## src/rtl/audio_mix_sat.sv

```systemverilog
// rtl/audio_mix_sat.sv - serial N-channel audio mixer with per-channel gain and output saturation
//
// Purpose:
//   On each sample_ce strobe the mixer snapshots every channel, then walks the
//   channels one per clock: offset-binary sources are re-centred to signed,
//   scaled by their gain and summed. The sum is rescaled by unity gain,
//   aligned to OUT_W and clamped to the signed OUT_W range.
//
// Ports:
//   clk_sys      system clock
//   reset        synchronous, active-high reset
//   sample_ce    one-cycle strobe starting a new mix
//   ch_data      packed channel samples, channel k at [k*IN_W +: IN_W]
//   ch_unsigned  bit k set: channel k is offset-binary
//   ch_gain      packed unsigned gains, unity = 2^(GAIN_W-1)
//   master_mute  forces the output sample (and clip) to 0
//   audio_out    signed mixed sample, held between updates
//   audio_valid  one-cycle pulse when audio_out updates
//   busy         high while a mix is in progress
//   clip         last sample saturated, valid with audio_out
//   overrun      one-cycle pulse when a strobe arrives while busy
//   clip_led     clip activity indicator (only with AUDIO_MIX_SAT_CLIP_HOLD_EN)
//
// Optional feature macro: AUDIO_MIX_SAT_CLIP_HOLD_EN adds parameter CLIP_HOLD
// and output clip_led, held high for CLIP_HOLD clocks after any clipped sample.

module audio_mix_sat #(
  parameter int CHANNELS = 4,
  parameter int IN_W     = 16,
  parameter int OUT_W    = 16,
  parameter int GAIN_W   = 4
`ifdef AUDIO_MIX_SAT_CLIP_HOLD_EN
  , parameter int CLIP_HOLD = 1000000
`endif
) (
  input  logic                       clk_sys,
  input  logic                       reset,
  input  logic                       sample_ce,
  input  logic [CHANNELS*IN_W-1:0]   ch_data,
  input  logic [CHANNELS-1:0]        ch_unsigned,
  input  logic [CHANNELS*GAIN_W-1:0] ch_gain,
  input  logic                       master_mute,
  output logic [OUT_W-1:0]           audio_out,
  output logic                       audio_valid,
  output logic                       busy,
  output logic                       clip,
  output logic                       overrun
`ifdef AUDIO_MIX_SAT_CLIP_HOLD_EN
  , output logic                     clip_led
`endif
);

  localparam int IDX_W = (CHANNELS > 1) ? $clog2(CHANNELS) : 1;
  localparam int P_W   = IN_W + GAIN_W + 1;
  // One guard bit per doubling of channel count keeps the running sum exact.
  localparam int ACC_W = IN_W + GAIN_W + $clog2(CHANNELS) + 1;
  localparam int SHL   = OUT_W - IN_W;
  localparam int V_W   = ACC_W + SHL;

  localparam logic signed [V_W-1:0] V_MAX = V_W'({1'b0, {(OUT_W-1){1'b1}}});
  localparam logic signed [V_W-1:0] V_MIN = ~V_MAX;

  typedef enum logic [1:0] {IDLE, ACCUM, SAT} state_t;
  state_t state, state_nxt;

  logic [CHANNELS*IN_W-1:0]   sh_data;
  logic [CHANNELS-1:0]        sh_unsigned;
  logic [CHANNELS*GAIN_W-1:0] sh_gain;
  logic                       sh_mute;
  logic [IDX_W-1:0]           idx;
  logic signed [ACC_W-1:0]    acc;

  logic [IN_W-1:0]            cur_d;
  logic                       cur_u;
  logic [GAIN_W-1:0]          cur_g;
  logic signed [IN_W-1:0]     cur_s;
  logic signed [P_W-1:0]      s_ext, g_ext, prod;
  logic signed [ACC_W-1:0]    acc_sh;
  logic signed [V_W-1:0]      v;
  logic                       sat_hi, sat_lo;

  always_ff @(posedge clk_sys) begin
    if (reset) state <= IDLE;
    else       state <= state_nxt;
  end

  always_comb begin
    state_nxt = state;
    case (state)
      IDLE:    if (sample_ce) state_nxt = ACCUM;
      ACCUM:   if (idx == IDX_W'(CHANNELS-1)) state_nxt = SAT;
      SAT:     state_nxt = IDLE;
      default: state_nxt = IDLE;
    endcase
  end

  assign busy    = (state != IDLE);
  assign overrun = sample_ce & busy;

  always_comb begin
    cur_d = '0;
    cur_u = 1'b0;
    cur_g = '0;
    for (int k = 0; k < CHANNELS; k++) begin
      if (idx == IDX_W'(k)) begin
        cur_d = sh_data[k*IN_W +: IN_W];
        cur_u = sh_unsigned[k];
        cur_g = sh_gain[k*GAIN_W +: GAIN_W];
      end
    end
  end

  // Flipping the MSB turns offset-binary into two's complement.
  assign cur_s  = cur_d ^ {cur_u, {(IN_W-1){1'b0}}};
  assign s_ext  = P_W'(cur_s);
  assign g_ext  = P_W'($signed({1'b0, cur_g}));
  assign prod   = s_ext * g_ext;

  // Divide out unity gain, then MSB-align to the output width.
  assign acc_sh = acc >>> (GAIN_W-1);
  assign v      = V_W'(acc_sh) <<< SHL;
  assign sat_hi = (v > V_MAX);
  assign sat_lo = (v < V_MIN);

  always_ff @(posedge clk_sys) begin
    if (reset) begin
      sh_data     <= '0;
      sh_unsigned <= '0;
      sh_gain     <= '0;
      sh_mute     <= 1'b0;
      idx         <= '0;
      acc         <= '0;
      audio_out   <= '0;
      audio_valid <= 1'b0;
      clip        <= 1'b0;
    end else begin
      audio_valid <= 1'b0;
      case (state)
        IDLE: begin
          if (sample_ce) begin
            sh_data     <= ch_data;
            sh_unsigned <= ch_unsigned;
            sh_gain     <= ch_gain;
            sh_mute     <= master_mute;
            idx         <= '0;
            acc         <= '0;
          end
        end
        ACCUM: begin
          acc <= acc + ACC_W'(prod);
          idx <= idx + IDX_W'(1);
        end
        SAT: begin
          audio_valid <= 1'b1;
          if (sh_mute) begin
            audio_out <= '0;
            clip      <= 1'b0;
          end else if (sat_hi) begin
            audio_out <= V_MAX[OUT_W-1:0];
            clip      <= 1'b1;
          end else if (sat_lo) begin
            audio_out <= V_MIN[OUT_W-1:0];
            clip      <= 1'b1;
          end else begin
            audio_out <= v[OUT_W-1:0];
            clip      <= 1'b0;
          end
        end
        default: ;
      endcase
    end
  end

`ifdef AUDIO_MIX_SAT_CLIP_HOLD_EN
  localparam int CNT_W = $clog2(CLIP_HOLD + 1);
  logic [CNT_W-1:0] clip_cnt;

  // A fresh clipped sample restarts the hold period.
  always_ff @(posedge clk_sys) begin
    if (reset)
      clip_cnt <= '0;
    else if (state == SAT && !sh_mute && (sat_hi || sat_lo))
      clip_cnt <= CNT_W'(CLIP_HOLD);
    else if (clip_cnt != '0)
      clip_cnt <= clip_cnt - CNT_W'(1);
  end

  assign clip_led = (clip_cnt != '0);
`endif

endmodule

```

## config.mk

```make
export PLATFORM = sky130hd
export DESIGN_NAME = audio_mix_sat
export DESIGN_NICKNAME = d
export VERILOG_FILES = /design/src/rtl/audio_mix_sat.sv
export SDC_FILE = /design/constraint.sdc
export NUM_CORES = 1
export LEC_CHECK = 0
export BUFFER_PORTS_ARGS = -buffer_cell sky130_fd_sc_hd__buf_4
export CELL_PAD_IN_SITES_DETAIL_PLACEMENT = 1
export CELL_PAD_IN_SITES_GLOBAL_PLACEMENT = 1
export CORE_MARGIN = 3
export CORE_UTILIZATION = 46
export CTS_CLUSTER_DIAMETER = 50
export CTS_CLUSTER_SIZE = 12
export DETAILED_ROUTE_END_ITERATION = 10
export PLACE_DENSITY_LB_ADDON = 0.1
export SYNTH_ARGS = -nofsm -noshare
export SYNTH_HDL_FRONTEND = slang
export SYNTH_SLANG_ARGS = --single-unit
```

## constraint.sdc

```tcl
create_clock -name clk_sys -period 16.15 [get_ports clk_sys]
set_input_delay 0 -clock clk_sys [delete_from_list [all_inputs] [get_ports clk_sys]]
set_output_delay 0 -clock clk_sys [all_outputs]
set_load 0.01 [all_outputs]
```

After elaboration in Yosys (flattened, before gate mapping) --
Index checks and enable logic that the tools add are counted.
Word-level totals: register bits 130, input port bits 88, output and inout port bits 20, logic and storage cells 57
Operators by class: eq/ne operators 7, reduce and logical (&&, ||, !) cells 7, multiply operators 1, multiplexer cells 26, $add $sub $neg 2, bitwise gates (word level) 2, magnitude comparators 2
Operators by type and width (count):
- 2-to-1 mux 16 bit | 7
- case mux 23 bit (2 select lines) | 1
- adder 23 x 21 -> 23 bit | 1
- 2-to-1 mux 23 bit | 1
- multiplier 16 x 5 -> 21 bit | 1
- > comparator 20 x 16 -> 1 bit, second input constant | 1
- less-than comparator 20 x 16 -> 1 bit, second input constant | 1
- 2-to-1 mux 4 bit | 4
- bitwise XOR 16 bit | 1
- 2-to-1 mux 1 bit | 8
- case mux 2 bit (2 select lines) | 2
- equality test 2 bit, second input constant | 3
- 2-to-1 mux 2 bit | 3
- AND reduction 2 bit | 3
- equality test 2 x 1 -> 1 bit, second input constant | 2
- zero test 2 bit | 2
- != test 2 bit, second input constant | 2
- nonzero test 2 bit | 2
- adder 2 x 1 -> 2 bit, second input constant | 1
- bitwise AND 1 bit | 1

Logic depth before layout (Yosys ltp) --
depth in word-level cells 9, depth in mapped cells 26, depth with buffers taken out 25

Worst setup path before layout --
Ideal clock, no wire load.
path kind reg2reg, from reg idx[0], to reg acc[22], setup time 0.117 ns, required time 16.033 ns, clock period less this slack 5.556 ns, path buffers 3, slack 10.594 ns, arrival 5.440 ns, stages on the path, launching flop included 25, cells stage by stage dfxtp_1 ha_1 clkbuf_1 buf_1 clkbuf_1 a21oi_1 nor2_1 a21oi_1 nor2_1 a21oi_1 nor2_1 fa_1 fa_1 inv_1 fa_1 inv_1 ha_1 a21oi_2 a21oi_1 a211o_1 a2111oi_4 o21ai_2 a311oi_2 xnor3_1 a22o_1
On the way: word-level cells in the longest chain between the ends 9, elaborated cells between the ends (all ways) 20, classes of those cells 1 x add/sub; 1 x mul; 3 x eq/ne; 13 x mux; 1 x bitwise; 1 x reduce/logical
RTL lines:
- from (decl) | line 70 | logic [IDX_W-1:0] idx;
- from (signal assigned) | line 151 | idx <= idx + IDX_W'(1);
- zero test 2 bit | line 105 | if (idx == IDX_W'(k)) begin
- 2-to-1 mux 16 bit or 2-to-1 mux 1 bit (tied branches) (4 in a row) | line 105
- bitwise XOR 16 bit | line 114 | assign cur_s = cur_d ^ {cur_u, {(IN_W-1){1'b0}}};
- multiplier 16 x 5 -> 21 bit * | line 117 | assign prod = s_ext * g_ext;
- adder 23 x 21 -> 23 bit * | line 150 | acc <= acc + ACC_W'(prod);
- case mux 23 bit (2 select lines) * | line 138 | case (state)
- to (signal assigned) | line 150
- to (decl) | line 71 | logic signed [ACC_W-1:0] acc;
Every way passes the cells marked *; elsewhere a longest branch is shown, timed or not. A chain may end at the register's enable or synchronous reset.

Worst setup path after layout --
Same ends and word-level chain as after synthesis.

==> impl_metrics.csv <==
group,metric,value,unit
critical_path,r2r_start,"idx[0]",
power_and_ir_drop,p_sw,0.0002805,W
die,ioPinCount,108,
clock_network,insertion_delay,0.44,ns
synthesis,synth_seq_area_share,31.46,%
placement,numPortBuffers,107,
power_and_ir_drop,leakage,4.800,nW
min_path,hold_path.class,"primary input to flip-flop",
critical_path,cp_cell_sequence,"inv_1, ha_1, nand2_1, nor2_1, a21oi_1, nor2_1, a21oi_1, nor2_1, a21oi_1, nor2_1, fa_1, inv_1, fa_1, fa_1, inv_1, ha_1, nor2b_4, o31ai_2, a21oi_2, a2111oi_4, o21ai_2, a311oi_2, xnor3_1, a22o_1",
clock_network,cts_tree,"done",
timing,setup_viol,0,
final_layout,layout.nets,1461,
final_layout,drive_gt1_share,12.96,%
min_path,min_path_cells,6,
critical_path,crit_required,16.47,ns
die,initial_core_util,47.34,%
routing,wl_per_cell,19.23,um
power_and_ir_drop,swShare,30.13,%
critical_path,cp_top_family,"adder cells",
synthesis,yosys_most_used_dff,"dfxtp_1",
timing,finClkSkew,0.01136,ns
clock_network,hold_buffers,86,
routing,viasPerCell,5.407,
clock_network,cts.clk_slew.worst_paths,0.06,ns
global_routing,grt_pass1_wl,46460,um
synthesis,synth.distinct_cells,48,
die,dieArea,0.01963,mm^2
clock_network,cts.sinks,130,
final_layout,instances_no_fill,1507,
power_and_ir_drop,combPwrFrac,18.5,%
global_routing,grt_usage,30.02,%
die,die_x,140.1,um
die,fp-row-count,48,
power_and_ir_drop,power_frac_seq,37.5,%
min_path,hold-path-endpoint,"acc[12]",
synthesis,synth_edf_count,0,
synthesis,synth_cells,1105,
synthesis,async_flop_share,0,%
timing,setup_tns,0,ns
critical_path,cpMostUsedCell,"nor2_1",
routing,ant_nets,0,
power_and_ir_drop,ir_drop,89.36,uV
synthesis,yosysTopAreaCellShare,31.46,%
final_layout,area_growth,29.36,%
status,status,"completed",
critical_path,cp.buffers_inverters,3,
critical_path,crit_arrival,6.67,ns
clock_network,post_cts_resized,0,
critical_path,ff2ff_path_depth,24,
final_layout,final_util,61.23,%
synthesis,syn-num-nets,1298,
global_routing,grt_pass1_vias,8758,
synthesis,synth_seq_cells,130,
synthesis,netlist.top_cell.by_area,"dfxtp_1",
critical_path,crit_type,"flip-flop to flip-flop",
critical_path,endpoint_kind,"flip-flop",
routing,vias,8149,
timing,worst_pin_slew,1.161,ns
routing,drt_iter0_drc,375,
synthesis,synth_area_per_cell,7.487,um^2
run,drv_cap,0,
die,coreArea,0.01748,mm^2
routing,drt-total-wl,28990,um
timing,hold_violations,0,
placement,place_ws,10.12,ns
power_and_ir_drop,intPower,0.0006505,W
clock_network,cts_buffer_depth,2,
critical_path,worstReg2RegEnd,"acc[22]",
critical_path,cpPeakStageDelay,0.55,ns
critical_path,cp-startpoint,"idx[0]",
global_routing,grt_overflow_total,0,
timing,worst_slack,9.800,ns
die,die_y,140.1,um
timing,maxSlewViolCount,0,
global_routing,grt_max_degree,100,
timing,relSlewSlack,22.33,%
routing,drc_errors,0,
timing,rsz0062_at_grt,"no",
min_path,hold_start,"sample_ce",
clock_network,post_cts_buffers,0,
timing,period_share,39.32,%
timing,timing.hold.ws,0.2164,ns
synthesis,synth.area.top_cells,"dfxtp_1 (31%), fa_1 (12%), a21oi_1 (11%), nand2_1 (11%), ha_1 (8.3%)",
critical_path,cp-start-kind,"flip-flop",
clock_network,cts_buffers,17,
critical_path,r2r_setup_slack,9.80,ns
placement,globalplace.congestion,0.8327,
placement,dp_cells,1388,
power_and_ir_drop,p_clk_share,44.0,%
routing,first_pass_iters,5,
clock_network,cts_max_level,4,
power_and_ir_drop,powerDensity,87.00,mW/mm^2
critical_path,path_max_fanout,20,
timing,min_period,6.350,ns
placement,dpl.hpwl,17580,um
synthesis,syn_area,0.008273,mm^2
synthesis,yosysWarnings,0,
timing,max_freq,157.5,MHz
global_routing,antenna_found_initial,1,
critical_path,critPathSlowestCell,"fa_1",
clock_network,root_buffer,"clkbuf_16",
## registers in the layout, summed over array words and instances (netlist names)
signal / cells
state: 2
audio_out: 16
idx: 2
audio_valid: 1
sh_mute: 1
sh_gain: 16
clip: 1
sh_unsigned: 4
sh_data: 64
acc: 23
## cells in the mapped netlist, drive strengths merged (8+ instances only)
| master | instances |
|---|---|
| xor2 | 11 |
| nand2 | 240 |
| o21ai | 37 |
| buf | 13 |
| fa | 50 |
| nor2 | 135 |
| dfxtp | 130 |
| nand2b | 8 |
| clkbuf | 47 |
| a21oi | 183 |
| ha | 55 |
| nor2b | 8 |
| inv | 102 |
| nand3 | 16 |
| xnor2 | 8 |
## cell type report
class,instances,area [um^2]
fill,2149,6775
clock inverter,14,181.4
timing repair buffer,204,1747
tap,225,281.5
clock buffer,18,429.2
inverter,102,382.9
sequential,130,2603
multi-input combinational,813,5075
antenna,1,2.502
## power groups by stage
stage | Combinational, W | Sequential (W) | Clock (W)
after CTS | 0.000167 | 0.000348 | 0.000412
final | 0.000172 | 0.000349 | 0.000410
after detailed placement | 0.000147 | 0.000355 | 0
after floorplan | 0.0000975 | 0.000350 | 0
after global placement | 0.000143 | 0.000354 | 0
after global routing | 0.000191 | 0.000350 | 0.000429
## how the worst max path moves through the flow
stage               slack (ns)  depth (start not counted)  endpoint
floorplan                10.59                         24   acc[22]
global placement         10.25                         20   acc[22]
detailed placement       10.12                         20   acc[22]
CTS                       9.89                         24   acc[22]
global route              9.47                         20   acc[22]
finish                    9.80                         24   acc[22]
## cell usage in the layout (no fill, tap or decap), types with 5 or more instances in the layout
master / n
a21oi_1: 181
ha_1: 55
nor2b_1: 6
nand3_1: 16
xor2_1: 11
xnor2_1: 8
clkbuf_16: 17
or2_2: 5
o21ai_0: 35
a31oi_1: 6
nand2_1: 239
fa_1: 50
nor2_1: 135
dfxtp_1: 130
nor3_1: 6
dlygate4sd3_1: 86
o21a_1: 5
buf_4: 118
nand2b_1: 8
inv_1: 102
## metal layers
metal | GRT usage [%] | vias to the layer above | share of wire, %
met3 | 5.121 | 65 | 4.4
li1 | - | 3885 | -
met4 | 12.90 | 0 | 3.3
met1 | 35.73 | 3992 | 41
met2 | 53.30 | 207 | 51
met5 | 0 | - | 0
## worst min-delay path, delay by kind of cell
kind	cells	cell delay, ns
AO/OA/AOI/OAI	1	0.06
buffers and inverters	2	0.27
AND/OR/NAND/NOR	3	0.27
## logic make-up (layout without fill, tap and decap cells)
| group | Yosys count | count (layout) | synth area share [%] |
|---|---|---|---|
| mux | 2 | 2 | 0.2420 |
| other cells | 0 | 1 | 0 |
| fa+ha+maj | 105 | 105 | 20.42 |
| flops | 130 | 130 | 31.46 |
| compound gates | 255 | 255 | 17.09 |
| simple gates | 431 | 431 | 21.11 |
| buf+inv | 162 | 338 | 7.396 |
| xor+xnor | 20 | 20 | 2.284 |
## through the flow
step	power, W	cell area, um^2
after global routing	0.0009700	10700
after floorplan	0.0004474	8273
after global placement	0.0004969	9228
final	0.0009310	10700
after CTS	0.0009271	10700
after detailed placement	0.0005022	9228
(Power assumes the default switching activity.)
